File: src/rtl/bsg_chip_dma_arbiter_if.sv
// Bundle of requester-side and DRAM-side DMA signals shared by the two-to-one DMA arbiter.
// The arbiter connects through modport master; the environment drives the slave side.
interface bsg_chip_dma_arbiter_if #(
    parameter int daddr_width_p = 40,
    parameter int data_width_p  = 64
);
    localparam int pkt_w = daddr_width_p + 1;

    logic [1:0][pkt_w-1:0]        req_pkt_i;
    logic [1:0]                   req_pkt_v_i;
    logic [1:0]                   req_pkt_yumi_o;
    logic [data_width_p-1:0]      req_rdata_o;
    logic [1:0]                   req_rdata_v_o;
    logic [1:0]                   req_rdata_ready_and_i;
    logic [1:0][data_width_p-1:0] req_wdata_i;
    logic [1:0]                   req_wdata_v_i;
    logic [1:0]                   req_wdata_yumi_o;

    logic [pkt_w-1:0]             dma_pkt_o;
    logic                         dma_pkt_v_o;
    logic                         dma_pkt_yumi_i;
    logic [data_width_p-1:0]      dma_data_i;
    logic                         dma_data_v_i;
    logic                         dma_data_ready_and_o;
    logic [data_width_p-1:0]      dma_data_o;
    logic                         dma_data_v_o;
    logic                         dma_data_yumi_i;

    modport master (
        input  req_pkt_i, req_pkt_v_i, req_rdata_ready_and_i, req_wdata_i, req_wdata_v_i,
               dma_pkt_yumi_i, dma_data_i, dma_data_v_i, dma_data_yumi_i,
        output req_pkt_yumi_o, req_rdata_o, req_rdata_v_o, req_wdata_yumi_o,
               dma_pkt_o, dma_pkt_v_o, dma_data_ready_and_o, dma_data_o, dma_data_v_o
    );

    modport slave (
        output req_pkt_i, req_pkt_v_i, req_rdata_ready_and_i, req_wdata_i, req_wdata_v_i,
               dma_pkt_yumi_i, dma_data_i, dma_data_v_i, dma_data_yumi_i,
        input  req_pkt_yumi_o, req_rdata_o, req_rdata_v_o, req_wdata_yumi_o,
               dma_pkt_o, dma_pkt_v_o, dma_data_ready_and_o, dma_data_o, dma_data_v_o
    );
endinterface

File: src/rtl/bsg_chip_dma_arbiter.sv
// Two-to-one DMA arbiter: round-robin packet grant, order FIFOs steer read/write beats.
// Define BSG_CHIP_DMA_ARB_FIXED_PRIO_EN to make requester 0 always win when eligible.
module bsg_chip_dma_arbiter #(
    parameter int daddr_width_p = 40,
    parameter int data_width_p  = 64,
    parameter int fill_beats_p  = 8,
    parameter int tag_els_p     = 4
) (
    input  logic                  clk_i,
    input  logic                  reset_i,
    bsg_chip_dma_arbiter_if.master bus
);
    localparam int pkt_w  = daddr_width_p + 1;
    localparam int ptr_w  = (tag_els_p > 1) ? $clog2(tag_els_p) : 1;
    localparam int cnt_w  = $clog2(tag_els_p + 1);
    localparam int beat_w = (fill_beats_p > 1) ? $clog2(fill_beats_p) : 1;

    logic       lock_reg;
    logic       g_reg;
    logic       winner;
    logic [1:0] elig;
    logic       pkt_hs;
    logic       pkt_is_wr;
    logic       granted_v;

    // Index 0 is the read-order FIFO, index 1 the write-order FIFO.
    logic [1:0] fifo_push;
    logic [1:0] fifo_pop;
    logic [1:0] fifo_head;
    logic [1:0] fifo_ne;
    logic [1:0] fifo_full;
    logic [1:0] beat_hs;

    genvar gi;

    generate
        for (gi = 0; gi < 2; gi++) begin : g_order
            logic             mem_reg [tag_els_p];
            logic [ptr_w-1:0] wptr_reg;
            logic [ptr_w-1:0] rptr_reg;
            logic [cnt_w-1:0] count_reg;
            logic [beat_w-1:0] beat_cnt_reg;
            logic             last_beat;

            always_ff @(posedge clk_i) begin
                if (fifo_push[gi]) begin
                    mem_reg[wptr_reg] <= g_reg;
                end
            end

            always_ff @(posedge clk_i) begin
                if (reset_i) begin
                    wptr_reg  <= '0;
                    rptr_reg  <= '0;
                    count_reg <= '0;
                end else begin
                    if (fifo_push[gi]) begin
                        wptr_reg <= (wptr_reg == ptr_w'(tag_els_p - 1)) ? '0 : wptr_reg + ptr_w'(1);
                    end
                    if (fifo_pop[gi]) begin
                        rptr_reg <= (rptr_reg == ptr_w'(tag_els_p - 1)) ? '0 : rptr_reg + ptr_w'(1);
                    end
                    if (fifo_push[gi] && !fifo_pop[gi]) begin
                        count_reg <= count_reg + cnt_w'(1);
                    end else if (!fifo_push[gi] && fifo_pop[gi]) begin
                        count_reg <= count_reg - cnt_w'(1);
                    end
                end
            end

            assign last_beat = (beat_cnt_reg == beat_w'(fill_beats_p - 1));

            always_ff @(posedge clk_i) begin
                if (reset_i) begin
                    beat_cnt_reg <= '0;
                end else if (beat_hs[gi]) begin
                    beat_cnt_reg <= last_beat ? '0 : beat_cnt_reg + beat_w'(1);
                end
            end

            assign fifo_head[gi] = mem_reg[rptr_reg];
            assign fifo_ne[gi]   = (count_reg != '0);
            assign fifo_full[gi] = (count_reg == cnt_w'(tag_els_p));
            assign fifo_pop[gi]  = beat_hs[gi] & last_beat;
        end

        // Eligibility uses registered occupancy, so a same-cycle pop does not free a slot.
        for (gi = 0; gi < 2; gi++) begin : g_elig
            assign elig[gi] = bus.req_pkt_v_i[gi] & ~fifo_full[bus.req_pkt_i[gi][pkt_w-1]];
        end
    endgenerate

`ifdef BSG_CHIP_DMA_ARB_FIXED_PRIO_EN
    assign winner = elig[0] ? 1'b0 : 1'b1;
`else
    logic last_g_reg;

    always_ff @(posedge clk_i) begin
        if (reset_i) begin
            last_g_reg <= 1'b1;
        end else if (pkt_hs) begin
            last_g_reg <= g_reg;
        end
    end

    assign winner = last_g_reg ? (elig[0] ? 1'b0 : 1'b1)
                               : (elig[1] ? 1'b1 : 1'b0);
`endif

    always_ff @(posedge clk_i) begin
        if (reset_i) begin
            lock_reg <= 1'b0;
            g_reg    <= 1'b0;
        end else if (lock_reg) begin
            if (bus.dma_pkt_yumi_i) begin
                lock_reg <= 1'b0;
            end
        end else if (|elig) begin
            lock_reg <= 1'b1;
            g_reg    <= winner;
        end
    end

    assign pkt_hs       = lock_reg & bus.dma_pkt_yumi_i;
    assign pkt_is_wr    = bus.req_pkt_i[g_reg][pkt_w-1];
    assign fifo_push[0] = pkt_hs & ~pkt_is_wr;
    assign fifo_push[1] = pkt_hs &  pkt_is_wr;

    assign bus.dma_pkt_v_o    = lock_reg;
    assign bus.dma_pkt_o      = lock_reg ? bus.req_pkt_i[g_reg] : '0;
    assign bus.req_pkt_yumi_o = pkt_hs ? (2'b01 << g_reg) : 2'b00;

    assign bus.req_rdata_o          = bus.dma_data_i;
    assign bus.dma_data_ready_and_o = fifo_ne[0] & bus.req_rdata_ready_and_i[fifo_head[0]];
    assign bus.req_rdata_v_o        = (bus.dma_data_v_i & fifo_ne[0]) ? (2'b01 << fifo_head[0]) : 2'b00;
    assign beat_hs[0]               = bus.dma_data_v_i & bus.dma_data_ready_and_o;

    assign bus.dma_data_v_o     = fifo_ne[1] & bus.req_wdata_v_i[fifo_head[1]];
    assign bus.dma_data_o       = bus.req_wdata_i[fifo_head[1]];
    assign beat_hs[1]           = bus.dma_data_v_o & bus.dma_data_yumi_i;
    assign bus.req_wdata_yumi_o = beat_hs[1] ? (2'b01 << fifo_head[1]) : 2'b00;

    // Requesters must hold their packet until it is consumed.
    assign granted_v = bus.req_pkt_v_i[g_reg];
    assert property (@(posedge clk_i) disable iff (reset_i) lock_reg |-> granted_v);
endmodule

File: src/flat_wrapper.sv
// flat-port wrapper written by rule: the top's interface ports become plain ports
module bsg_chip_dma_arbiter_flat 
#(
    parameter int daddr_width_p = 40,
    parameter int data_width_p  = 64,
    parameter int fill_beats_p  = 8,
    parameter int tag_els_p     = 4
)
  (clk_i, reset_i, bus_req_pkt_i, bus_req_pkt_v_i, bus_req_rdata_ready_and_i, bus_req_wdata_i, bus_req_wdata_v_i, bus_dma_pkt_yumi_i, bus_dma_data_i, bus_dma_data_v_i, bus_dma_data_yumi_i, bus_req_pkt_yumi_o, bus_req_rdata_o, bus_req_rdata_v_o, bus_req_wdata_yumi_o, bus_dma_pkt_o, bus_dma_pkt_v_o, bus_dma_data_ready_and_o, bus_dma_data_o, bus_dma_data_v_o);
  bsg_chip_dma_arbiter_if #(.daddr_width_p(daddr_width_p), .data_width_p(data_width_p)) bus_i ();
  input  logic clk_i;
  input  logic reset_i;
  input wire logic [$bits(bus_i.req_pkt_i)-1:0] bus_req_pkt_i;
  input wire logic [$bits(bus_i.req_pkt_v_i)-1:0] bus_req_pkt_v_i;
  input wire logic [$bits(bus_i.req_rdata_ready_and_i)-1:0] bus_req_rdata_ready_and_i;
  input wire logic [$bits(bus_i.req_wdata_i)-1:0] bus_req_wdata_i;
  input wire logic [$bits(bus_i.req_wdata_v_i)-1:0] bus_req_wdata_v_i;
  input wire logic [$bits(bus_i.dma_pkt_yumi_i)-1:0] bus_dma_pkt_yumi_i;
  input wire logic [$bits(bus_i.dma_data_i)-1:0] bus_dma_data_i;
  input wire logic [$bits(bus_i.dma_data_v_i)-1:0] bus_dma_data_v_i;
  input wire logic [$bits(bus_i.dma_data_yumi_i)-1:0] bus_dma_data_yumi_i;
  output wire logic [$bits(bus_i.req_pkt_yumi_o)-1:0] bus_req_pkt_yumi_o;
  output wire logic [$bits(bus_i.req_rdata_o)-1:0] bus_req_rdata_o;
  output wire logic [$bits(bus_i.req_rdata_v_o)-1:0] bus_req_rdata_v_o;
  output wire logic [$bits(bus_i.req_wdata_yumi_o)-1:0] bus_req_wdata_yumi_o;
  output wire logic [$bits(bus_i.dma_pkt_o)-1:0] bus_dma_pkt_o;
  output wire logic [$bits(bus_i.dma_pkt_v_o)-1:0] bus_dma_pkt_v_o;
  output wire logic [$bits(bus_i.dma_data_ready_and_o)-1:0] bus_dma_data_ready_and_o;
  output wire logic [$bits(bus_i.dma_data_o)-1:0] bus_dma_data_o;
  output wire logic [$bits(bus_i.dma_data_v_o)-1:0] bus_dma_data_v_o;
  assign bus_i.req_pkt_i = bus_req_pkt_i;
  assign bus_i.req_pkt_v_i = bus_req_pkt_v_i;
  assign bus_i.req_rdata_ready_and_i = bus_req_rdata_ready_and_i;
  assign bus_i.req_wdata_i = bus_req_wdata_i;
  assign bus_i.req_wdata_v_i = bus_req_wdata_v_i;
  assign bus_i.dma_pkt_yumi_i = bus_dma_pkt_yumi_i;
  assign bus_i.dma_data_i = bus_dma_data_i;
  assign bus_i.dma_data_v_i = bus_dma_data_v_i;
  assign bus_i.dma_data_yumi_i = bus_dma_data_yumi_i;
  assign bus_req_pkt_yumi_o = bus_i.req_pkt_yumi_o;
  assign bus_req_rdata_o = bus_i.req_rdata_o;
  assign bus_req_rdata_v_o = bus_i.req_rdata_v_o;
  assign bus_req_wdata_yumi_o = bus_i.req_wdata_yumi_o;
  assign bus_dma_pkt_o = bus_i.dma_pkt_o;
  assign bus_dma_pkt_v_o = bus_i.dma_pkt_v_o;
  assign bus_dma_data_ready_and_o = bus_i.dma_data_ready_and_o;
  assign bus_dma_data_o = bus_i.dma_data_o;
  assign bus_dma_data_v_o = bus_i.dma_data_v_o;
  bsg_chip_dma_arbiter #(.daddr_width_p(daddr_width_p), .data_width_p(data_width_p), .fill_beats_p(fill_beats_p), .tag_els_p(tag_els_p)) u_core (.clk_i(clk_i), .reset_i(reset_i), .bus(bus_i));
endmodule
File: config.mk
export PLATFORM = sky130hd
export DESIGN_NAME = bsg_chip_dma_arbiter_flat
export DESIGN_NICKNAME = d
export VERILOG_FILES = /design/src/rtl/bsg_chip_dma_arbiter_if.sv /design/src/rtl/bsg_chip_dma_arbiter.sv /design/src/flat_wrapper.sv
export SDC_FILE = /design/constraint.sdc
export NUM_CORES = 1
export LEC_CHECK = 0
export BUFFER_PORTS_ARGS = -buffer_cell sky130_fd_sc_hd__buf_2
export CAP_MARGIN = 20
export CORE_AREA = 2 2 179 181
export CTS_BUF_LIST = sky130_fd_sc_hd__clkbuf_2
export DETAILED_ROUTE_END_ITERATION = 16
export DIE_AREA = 0 0 181 183
export GPL_TIMING_DRIVEN = 0
export SLEW_MARGIN = 20
export SYNTH_ARGS = -nofsm -noshare
export SYNTH_HDL_FRONTEND = slang
export SYNTH_SLANG_ARGS = --single-unit
export TNS_END_PERCENT = 20
File: constraint.sdc
create_clock -name clk_i -period 5.28 [get_ports clk_i]
set_input_delay 0.264 -clock clk_i [delete_from_list [all_inputs] [get_ports clk_i]]
set_output_delay 0.264 -clock clk_i [all_outputs]
set_load 0.005 [all_outputs]
==> results of run 1 <==
-- per-stage QoR --
| step | std cells | hold slack (ns) | util | setup slack, ns | power, mW |
|---|---|---|---|---|---|
| floorplan | 393 | 0.429 | - | 2.63 | 0.495 |
| global placement | 1193 | 0.446 | 0.196 | 1.49 | 0.726 |
| detailed placement | 1193 | 0.449 | 0.196 | 1.56 | 0.730 |
| CTS | 1200 | 0.264 | 0.197 | 1.53 | 0.848 |
| global route | 1200 | 0.269 | 0.197 | 1.34 | 0.896 |
| finish | 1201 | 0.281 | 0.197 | 1.79 | 0.829 |
-- routing by layer --
metal | wire, µm | global-route usage | up-vias
li1 | - | - | 2104
met1 | 7000 | 0.116 | 1896
met2 | 9770 | 0.198 | 234
met3 | 2120 | 0.0401 | 17
met4 | 250 | 0.0195 | 2
met5 | 14 | 0 | -
-- logic make-up after synthesis --
group / after synthesis / share of synthesized area
AOI/OAI and AO/OA: 21 / 0.0383
DFF: 35 / 0.215
adders and majority gates: 18 / 0.0663
buffers and inverters: 93 / 0.165
and+or+nand+nor: 101 / 0.135
muxes: 121 / 0.370
xor gates and xnor gates: 4 / 0.00966
-- worst min path at each step --
stage,endpoint,cells after the start
after floorplan,u_core.last_g_reg,1
after global placement,u_core.last_g_reg,1
after detailed placement,u_core.last_g_reg,1
after CTS,flop,3
after global routing,u_core.last_g_reg,3
final,flop,3
-- power groups by stage --
stage / Sequential [mW] / Combinational (mW) / Clock, mW
after floorplan: 0.296 / 0.200 / 0
after global placement: 0.298 / 0.429 / 0
after detailed placement: 0.298 / 0.432 / 0
after CTS: 0.292 / 0.434 / 0.121
after global routing: 0.294 / 0.465 / 0.137
final: 0.292 / 0.422 / 0.115
-- critical path: stages, from the launching register on --
cell and delay [ns]:
sky130_fd_sc_hd__dfxtp_1 0.51, sky130_fd_sc_hd__clkbuf_1 0.50, sky130_fd_sc_hd__mux2i_1 0.60, sky130_fd_sc_hd__and3_1 0.26, sky130_fd_sc_hd__clkbuf_1 0.27, sky130_fd_sc_hd__ha_1 0.24
sky130_fd_sc_hd__inv_1 0.06, sky130_fd_sc_hd__fa_1 0.37, sky130_fd_sc_hd__xor2_1 0.17, sky130_fd_sc_hd__or3_1 0.31, sky130_fd_sc_hd__a21oi_1 0.14
-- final cells by class --
type / count / area [µm²] / area share
flip-flops and latches: 35 / 781 / 0.127
diodes: 1 / 2.50 / 0.000406
inverters: 9 / 33.8 / 0.00549
multi-input cells: 265 / 2250 / 0.365
clock buffers: 7 / 35.0 / 0.00569
well taps: 402 / 503 / 0.0817
plain buffers: 84 / 566 / 0.0918
repair buffers: 398 / 1990 / 0.323
-- cells in the final DEF (no fill, tap or decap), types with 3 or more instances in the layout --
cell type	Yosys	routed
sky130_fd_sc_hd__nor2_1	58	58
sky130_fd_sc_hd__nand2b_1	6	6
sky130_fd_sc_hd__o21ai_0	7	7
sky130_fd_sc_hd__xor2_1	4	4
sky130_fd_sc_hd__a21oi_1	6	6
sky130_fd_sc_hd__inv_1	8	8
sky130_fd_sc_hd__nand2_1	4	4
sky130_fd_sc_hd__and2_1	10	10
sky130_fd_sc_hd__nand3_1	3	3
sky130_fd_sc_hd__ha_1	16	16
sky130_fd_sc_hd__buf_1	4	4
sky130_fd_sc_hd__nor2b_1	3	3
sky130_fd_sc_hd__mux2i_1	52	52
sky130_fd_sc_hd__buf_2	8	406
sky130_fd_sc_hd__edfxtp_1	8	8
sky130_fd_sc_hd__nor3_1	4	4
sky130_fd_sc_hd__mux2_2	65	65
sky130_fd_sc_hd__clkbuf_2	0	7
sky130_fd_sc_hd__clkbuf_1	8	8
sky130_fd_sc_hd__dfxtp_1	27	27
sky130_fd_sc_hd__buf_4	64	64
sky130_fd_sc_hd__or3_1	4	4
==> impl_metrics.env, run 1 <==
export IMPL_worst_slew_pin_transition_ns=0.732
export IMPL_numPortBuffers=398
export IMPL_synthToLayoutAreaGrowth_pct=69.8
export IMPL_hold_violations=0
export IMPL_design_die_area_um2=33100
export IMPL_combinationalPowerShare=0.509
export IMPL_synth_sequential_area_ratio=0.215
export IMPL_cp_startpoint="u_core.g_reg"
export IMPL_synthesized_area_divided_by_synthesized_cell_count_um2=9.23
export IMPL_synth_most_common_cell="sky130_fd_sc_hd__mux2_2"
export IMPL_cts_hold_buffers=0
export IMPL_detail_route_iter0_violations=91
export IMPL_max_freq_mhz=286
export IMPL_max_slew_margin_rel=0.512
export IMPL_floorplan_io_pins=463
export IMPL_seq_power_share=0.352
export IMPL_r2r_start="u_core.g_reg"
export IMPL_grt_overflow_total=0
export IMPL_die_width_um=181
export IMPL_netSwitchingFraction=0.340
export IMPL_net_switching_mw=0.282
export IMPL_dpl_hpwl_um=17600
export IMPL_worst_ep_arrival_time_ns=3.78
export IMPL_crit_reg2reg_capture="u_core.g_order[0].count_reg[2]"
export IMPL_clock_path_buffers=2
export IMPL_tritoncts_clock_tree="done"
export IMPL_startpoint_type_of_the_worst_setup_path="flop"
export IMPL_core_area_um2=31200
export IMPL_number_of_flip_flops_and_latches_in_the_synthesized_netlist=35
export IMPL_cts_htree_levels=2
export IMPL_initial_core_util=0.116
export IMPL_netlist_instances=393
export IMPL_ys_top_cells_by_area="sky130_fd_sc_hd__mux2_2, sky130_fd_sc_hd__dfxtp_1, sky130_fd_sc_hd__mux2i_1"
export IMPL_critPathCaptureType="flop"
export IMPL_rsz_0062_raised_after_global_routing="false"
export IMPL_pwr_density_cell_nw_per_um2=135
export IMPL_synth_top_cell_by_area="sky130_fd_sc_hd__mux2_2"
export IMPL_die_height_um=183
export IMPL_postLayoutCellArea_um2=6160
export IMPL_drt_vias_per_instance=3.54
export IMPL_grt_first_pass_wirelength_um=25700
export IMPL_synth_nets=696
export IMPL_first_pass_iters=4
export IMPL_antenna_found_initial=7
export IMPL_clock_sinks=35
export IMPL_status="finished clean"
export IMPL_finalWirelength_um=19200
export IMPL_detailed_place_area_um2=6120
export IMPL_edff_count_synth=8
export IMPL_cellLeakagePower_nw=3.15
export IMPL_p_int_mw=0.547
export IMPL_finalNetCount=1101
export IMPL_reg2reg_setup_slack_ns=1.79
export IMPL_postCtsSetupBuffers=0
export IMPL_postSynth_topFlopCell="sky130_fd_sc_hd__dfxtp_1"
export IMPL_dr_total_vias=4253
export IMPL_clock_transition_at_path_regs_ns=0.16
export IMPL_finalCritPeriodShare=0.662
export IMPL_worst_r2r_cell_count=10
export IMPL_wl_per_cell_um=15.9
export IMPL_hp_start="reset_i"
export IMPL_report_final_slew_viol_count=0
export IMPL_timing_critical_path_fanout_max=9
export IMPL_p_clk_frac=0.138
export IMPL_holdCritPathClass="input port to flop"
export IMPL_netlist_area_um2=3630
export IMPL_ys_async_sr_fraction=0
export IMPL_vdd_drop_max_mv=0.0636
export IMPL_grt_max_degree=11
export IMPL_report_final_setup_viol=0
export IMPL_tritoncts_num_buffers=5
export IMPL_synth_cells_most_frequent="sky130_fd_sc_hd__mux2_2, sky130_fd_sc_hd__buf_4, sky130_fd_sc_hd__nor2_1"
export IMPL_vias_in_the_first_global_route=4019
export IMPL_setup_tns_final_ns=0
export IMPL_route_detailed_drc=0
export IMPL_clock_insertion_delay_at_the_later_pin_of_the_skew_report_ns=0.35
export IMPL_gp_congestion=0.772
export IMPL_root_buffer="sky130_fd_sc_hd__clkbuf_2"
export IMPL_worst_clock_skew_ns=0.00915
export IMPL_antenna_left=0
export IMPL_fillers=3498
export IMPL_fraction_of_final_layout_cells_with_drive_strength_greater_than_1=0.690
export IMPL_synth_largest_type_area_fraction=0.202
export IMPL_crit_type="flop to flop"
export IMPL_track_usage=0.107
export IMPL_yosysWarnings=0
export IMPL_maxCapViolCount=0
export IMPL_cts_resized=0
export IMPL_worstPathRequired_ns=5.57
export IMPL_std_cell_rows=65
export IMPL_post_synth_num_cell_types=39
export IMPL_cp_endpoint="u_core.g_order[0].count_reg[2]"
export IMPL_final_critical_path_time_including_i_o_delays_and_setup_ns=3.49
(Power assumes the default switching activity.)
==> run 2: changes to the inputs <==
ABC_AREA = 1   (was unset)
CORE_AREA = 2 2 181 183   (was 2 2 179 181)
DIE_AREA = 0 0 183 185   (was 0 0 181 183)
clock period = 2.9 ns   (was 5.28 ns; I/O delays follow)
==> impl_metrics.env, run 2 <==
export IMPL_post_synth_num_cell_types=28
export IMPL_design_die_area_um2=33900
export IMPL_hold_path_cell_count=4
export IMPL_initial_core_util=0.119
export IMPL_startpoint_type_of_the_worst_setup_path="flop"
export IMPL_finalWirelength_um=20000
export IMPL_die_height_um=185
export IMPL_hp_start="bus_dma_pkt_yumi_i"
export IMPL_postSynth_topFlopCell="sky130_fd_sc_hd__dfxtp_1"
export IMPL_clock_sinks=35
export IMPL_post_layout_total_power_mw=1.60
export IMPL_netlist_area_um2=3800
export IMPL_timing_critical_path_max_delay_family="flip-flops"
export IMPL_report_final_slew_viol_count=0
export IMPL_ys_async_sr_fraction=0
export IMPL_rsz_0062_raised_after_global_routing="false"
export IMPL_synth_nets=957
export IMPL_cts_resized=0
export IMPL_holdCritPathClass="input port to flop"
export IMPL_vdd_drop_max_mv=0.186
export IMPL_synth_top_cell_by_area="sky130_fd_sc_hd__nand2_1"
export IMPL_antenna_found_initial=2
export IMPL_worstPathBufferInverterCount=3
export IMPL_core_area_um2=32000
export IMPL_clock_insertion_delay_at_the_later_pin_of_the_skew_report_ns=0.38
export IMPL_grt_max_degree=12
export IMPL_detail_route_iter0_violations=133
export IMPL_worstSetupPathDepth=12
export IMPL_final_common_cell="sky130_fd_sc_hd__buf_2"
export IMPL_setup_slack_ns=0.453
export IMPL_cts_htree_levels=2
export IMPL_maxCapViolCount=0
export IMPL_root_buffer="sky130_fd_sc_hd__clkbuf_2"
export IMPL_synth_sequential_area_ratio=0.205
export IMPL_number_of_flip_flops_and_latches_in_the_synthesized_netlist=35
export IMPL_floorplan_io_pins=463
export IMPL_dr_total_vias=5396
export IMPL_track_usage=0.106
export IMPL_vias_in_the_first_global_route=4800
export IMPL_timing_critical_path_fanout_max=9
export IMPL_worst_r2r_cell_count=12
export IMPL_drt_vias_per_instance=3.67
export IMPL_netlist_instances=654
export IMPL_synth_largest_type_area_fraction=0.224
export IMPL_clock_transition_at_path_regs_ns=0.19
export IMPL_pre_cts_slack_ns=0.405
export IMPL_clock_path_buffers=2
export IMPL_tritoncts_num_buffers=5
export IMPL_worstPathRequired_ns=3.20
export IMPL_final_critical_path_time_including_i_o_delays_and_setup_ns=2.45
export IMPL_grt_first_pass_wirelength_um=26700
export IMPL_gp_congestion=0.829
export IMPL_yosysWarnings=0
export IMPL_numPortBuffers=398
export IMPL_worst_slew_pin_transition_ns=0.604
export IMPL_first_pass_iters=6
export IMPL_pwr_density_cell_nw_per_um2=250
export IMPL_die_width_um=183
export IMPL_edff_count_synth=8
export IMPL_critPathCaptureType="flop"
export IMPL_report_final_setup_viol=0
export IMPL_max_slew_margin_rel=0.597
export IMPL_setup_tns_final_ns=0
export IMPL_crit_type="flop to flop"
export IMPL_std_cell_rows=66
export IMPL_max_freq_mhz=409
export IMPL_cellLeakagePower_nw=3.79
export IMPL_synth_most_common_cell="sky130_fd_sc_hd__nand2_1"
export IMPL_critPathMaxStageDelay_ns=0.61
export IMPL_tritoncts_clock_tree="done"
export IMPL_synthToLayoutAreaGrowth_pct=67.8
export IMPL_worst_ep_arrival_time_ns=2.75
export IMPL_route_detailed_drc=0
export IMPL_hold_slack_ns=0.0441
export IMPL_antenna_left=0
export IMPL_finalCritPeriodShare=0.844
export IMPL_dpl_hpwl_um=18200
export IMPL_synth_cells_most_frequent="sky130_fd_sc_hd__nand2_1, sky130_fd_sc_hd__nor2_1, sky130_fd_sc_hd__buf_4"
export IMPL_crit_chain="buf_4 -> nand2_1 -> o21ai_4 -> nand2_2 -> inv_1 -> ha_1 -> inv_1 -> fa_1 -> a21oi_1 -> o21ai_0 -> o21ai_0 -> a21oi_1"
export IMPL_synthesized_area_divided_by_synthesized_cell_count_um2=5.82
export IMPL_grt_overflow_total=0
export IMPL_finalNetCount=1363
export IMPL_most_common_layout_cells="sky130_fd_sc_hd__buf_2, sky130_fd_sc_hd__nand2_1, sky130_fd_sc_hd__nor2_1, sky130_fd_sc_hd__buf_4, sky130_fd_sc_hd__o21ai_0"
export IMPL_status="finished clean"
export IMPL_cp_startpoint="u_core.g_reg"
export IMPL_worst_clock_skew_ns=0.00551
export IMPL_r2r_start="u_core.g_reg"
export IMPL_wl_per_cell_um=13.6
export IMPL_hold_violations=0
export IMPL_ys_top_cells_by_area="sky130_fd_sc_hd__nand2_1, sky130_fd_sc_hd__dfxtp_1, sky130_fd_sc_hd__buf_4"
export IMPL_fraction_of_final_layout_cells_with_drive_strength_greater_than_1=0.478
export IMPL_slowest_stage="sky130_fd_sc_hd__dfxtp_1"
## run 2: changes by cell type after synthesis, moves of 7 or more
| cell | delta |
|---|---|
| sky130_fd_sc_hd__buf_4 | +7 |
| sky130_fd_sc_hd__o21ai_0 | +48 |
| sky130_fd_sc_hd__inv_1 | +42 |
| sky130_fd_sc_hd__mux2_2 | -65 |
| sky130_fd_sc_hd__a21oi_1 | +11 |
| sky130_fd_sc_hd__nand2_1 | +223 |
| sky130_fd_sc_hd__mux2i_1 | -52 |
| sky130_fd_sc_hd__nor2_1 | +61 |
| sky130_fd_sc_hd__and2_1 | -10 |
## run 2: path summary, 6_finish.rpt
path                                        to  slack, ns
max             u_core.g_order[1].count_reg[2]       0.45
min                     u_core.bus.dma_pkt_v_o       0.04
max reg2reg     u_core.g_order[1].count_reg[2]       0.45
min reg2reg  u_core.g_order[0].beat_cnt_reg[2]       0.51
## run 2: layout make-up
type | instances | area (µm²)
antenna | 1 | 2.50
buffer | 92 | 628
clock buffer | 5 | 25.0
clock inverter | 3 | 38.8
fill | 3705 | 25700
inverter | 53 | 199
multi-input combinational | 474 | 2200
sequential | 35 | 781
tap | 408 | 510
timing repair buffer | 399 | 2000
## run 2: report_power, final
group          switching, mW  leakage [nW]  internal (mW)
registers             0.0192         0.294          0.519
logic                  0.380          3.46          0.366
clock network          0.173        0.0404          0.142
## run 2: cells by family after synthesis
kind of cell | Yosys count | synth area share
and+or+nand+nor | 380 | 0.409
xor gates and xnor gates | 1 | 0.00230
buffers and inverters | 145 | 0.217
AOI/OAI and AO/OA | 75 | 0.103
DFF | 35 | 0.205
adders and majority gates | 18 | 0.0631
## run 2: tightest hold or removal path: cells and delay by family
family,cells,cell delay [ns]
simple gates,1,0.06
compound gates,1,0.08
buf+inv,2,0.13
## run 2: per-stage QoR
step | cell area [µm²] | std cells | utilization
final | 6380 | 1470 | 0.199
after global placement | 6310 | 1460 | 0.197
after CTS | 6380 | 1469 | 0.199
after floorplan | 3800 | 654 | -
after detailed placement | 6310 | 1460 | 0.197
after global routing | 6380 | 1470 | 0.199
## run 2: routing by layer
layer,up-vias,GRT usage,part of all wire
li1,2760,-,-
met1,2309,0.108,0.37
met2,309,0.219,0.54
met3,18,0.0151,0.071
met4,0,0.0330,0.021
met5,-,0,0
## run 2: timing repair
| action | in CTS | in global routing |
|---|---|---|
| endpoints found under the hold margin | 1 | 0 |
| hold buffers | 1 | 0 |
| setup buffers | 0 | 0 |
==> run 3: changes to the inputs <==
CORE_AREA = 2 2 178 180   (was 2 2 181 183)
DIE_AREA = 0 0 180 182   (was 0 0 183 185)
clock period = 2.41 ns   (was 2.9 ns; I/O delays follow)
==> impl_metrics.env, run 3 (synthesized netlist as in run 2, its figures left out) <==
export IMPL_seq_power_share=0.335
export IMPL_vias_in_the_first_global_route=5051
export IMPL_cellLeakagePower_nw=3.80
export IMPL_grt_first_pass_wirelength_um=27600
export IMPL_synthToLayoutAreaGrowth_pct=68.8
export IMPL_startpoint_type_of_the_worst_setup_path="flop"
export IMPL_worst_slew_pin_transition_ns=0.613
export IMPL_die_height_um=182
export IMPL_grt_overflow_total=0
export IMPL_final_critical_path_time_including_i_o_delays_and_setup_ns=2.17
export IMPL_max_freq_mhz=462
export IMPL_grt_max_degree=12
export IMPL_antenna_left=0
export IMPL_report_final_slew_viol_count=0
export IMPL_critPathCaptureType="flop"
export IMPL_clock_insertion_delay_at_the_later_pin_of_the_skew_report_ns=0.41
export IMPL_hold_violations=0
export IMPL_dpl_hpwl_um=17300
export IMPL_netSwitchingFraction=0.354
export IMPL_vdd_drop_max_mv=0.140
export IMPL_die_width_um=180
export IMPL_gp_congestion=0.897
export IMPL_maxCapViolCount=0
export IMPL_fillers=3563
export IMPL_worstPathRequired_ns=2.74
export IMPL_antenna_found_initial=4
export IMPL_first_pass_iters=4
export IMPL_initial_core_util=0.123
export IMPL_crit_type="flop to flop"
export IMPL_report_final_setup_viol=0
export IMPL_track_usage=0.109
export IMPL_post_layout_total_power_mw=1.92
export IMPL_holdCritPathClass="input port to flop"
export IMPL_max_slew_margin_rel=0.591
export IMPL_finalWirelength_um=19200
export IMPL_p_clk_frac=0.197
export IMPL_design_die_area_um2=32800
export IMPL_rsz_0062_raised_after_global_routing="false"
export IMPL_clock_path_buffers=2
export IMPL_cts_htree_levels=2
export IMPL_finalNetCount=1365
export IMPL_p_int_mw=1.24
export IMPL_route_detailed_drc=0
export IMPL_numPortBuffers=398
export IMPL_fraction_of_final_layout_cells_with_drive_strength_greater_than_1=0.484
export IMPL_timing_critical_path_fanout_max=8
export IMPL_setup_tns_final_ns=0
export IMPL_dr_total_vias=5318
export IMPL_core_area_um2=31000
export IMPL_finalCritPeriodShare=0.899
export IMPL_detail_route_iter0_violations=122
export IMPL_worst_ep_arrival_time_ns=2.50
export IMPL_drt_vias_per_instance=3.62
export IMPL_final_common_cell="sky130_fd_sc_hd__buf_2"
export IMPL_net_switching_mw=0.678
export IMPL_wl_per_cell_um=13.0
export IMPL_pwr_density_cell_nw_per_um2=299
export IMPL_worst_clock_skew_ns=0.0225
export IMPL_combinationalPowerShare=0.468
export IMPL_clock_transition_at_path_regs_ns=0.20
export IMPL_std_cell_rows=65
export IMPL_tritoncts_num_buffers=5
export IMPL_clock_sinks=35
export IMPL_finalCoreUtilization=0.207
export IMPL_most_common_layout_cells="sky130_fd_sc_hd__buf_2, sky130_fd_sc_hd__nand2_1, sky130_fd_sc_hd__nor2_1, sky130_fd_sc_hd__buf_4, sky130_fd_sc_hd__o21ai_0"
export IMPL_floorplan_io_pins=463
export IMPL_root_buffer="sky130_fd_sc_hd__clkbuf_2"
export IMPL_tritoncts_clock_tree="done"
export IMPL_status="finished clean"
-- run 3: cell count changes in the layout (fill, tap and decap cells not counted), sizes merged --
cell	change
dlygate4sd3	+1
diode	+2
buf	+1
-- run 3: timing repair --
action / in CTS / in global routing
setup buffers: 0 / 1
endpoints found under the setup margin: 1 / 2
hold buffers: 2 / 0
endpoints found under the hold margin: 6 / 0
gates resized for setup: 1 / 10
-- run 3: metrics by stage --
step,hold WS (ns),instances,worst slack [ns],cell area (µm²)
2_1_floorplan,0.190,654,0.394,3800
4_1_cts,0.0160,1464,0.0678,6380
6_report,0.0523,1468,0.243,6420
5_1_grt,0.0119,1468,0.00266,6420
3_3_place_gp,0.408,1454,-0.0134,6300
3_5_place_dp,0.407,1454,-0.0492,6300
-- run 3: power groups by stage --
stage / sequential, mW / combinational, mW / clock, mW
after detailed placement: 0.659 / 0.898 / 0
after CTS: 0.648 / 0.905 / 0.402
after floorplan: 0.652 / 0.413 / 0
final: 0.643 / 0.898 / 0.378
after global routing: 0.647 / 1.01 / 0.424
after global placement: 0.658 / 0.892 / 0
-- run 3: final timing paths --
kind,start,endpoint,slack [ns],depth (start not counted)
worst max-delay path,u_core.g_order[1].count_reg[0],u_core.g_order[1].count_reg[1],0.24,10
worst max register to register,u_core.g_order[1].count_reg[0],u_core.g_order[1].count_reg[1],0.24,10
worst min-delay path,bus_dma_data_v_i,u_core.g_order[0].beat_cnt_reg[2],0.05,3
worst min register to register,u_core.g_order[0].count_reg[1],u_core.g_order[0].count_reg[1],0.51,2
-- run 3: layout make-up --
| type | instances | area (µm²) | share of cell area |
|---|---|---|---|
| flip-flops and latches | 35 | 790 | 0.123 |
| diodes | 3 | 7.51 | 0.00117 |
| repair buffers | 401 | 2020 | 0.314 |
| plain buffers | 92 | 628 | 0.0978 |
| inverters | 53 | 199 | 0.0310 |
| clock buffers | 5 | 25.0 | 0.00390 |
| multi-input cells | 474 | 2210 | 0.344 |
| clock inverters | 3 | 38.8 | 0.00604 |
| well taps | 402 | 503 | 0.0783 |
-- run 3: layer usage --
metal  up-vias  GRT usage  routed length, µm
met1      2246      0.115               7030
met4         0     0.0449                462
met2       289      0.215              10300
met5         -          0                  0
met3        18     0.0168               1370
li1       2765          -                  -
-- run 3: worst max-delay path: stages, from the launching register on --
cell                      delay (ns)
sky130_fd_sc_hd__dfxtp_1        0.44
sky130_fd_sc_hd__inv_1          0.10
sky130_fd_sc_hd__nand3_1        0.20
sky130_fd_sc_hd__nand4_4        0.20
sky130_fd_sc_hd__nor2_4         0.15
sky130_fd_sc_hd__inv_1          0.06
sky130_fd_sc_hd__ha_1           0.19
sky130_fd_sc_hd__inv_1          0.11
sky130_fd_sc_hd__fa_1           0.42
sky130_fd_sc_hd__o21ai_0        0.17
sky130_fd_sc_hd__a21oi_1        0.05
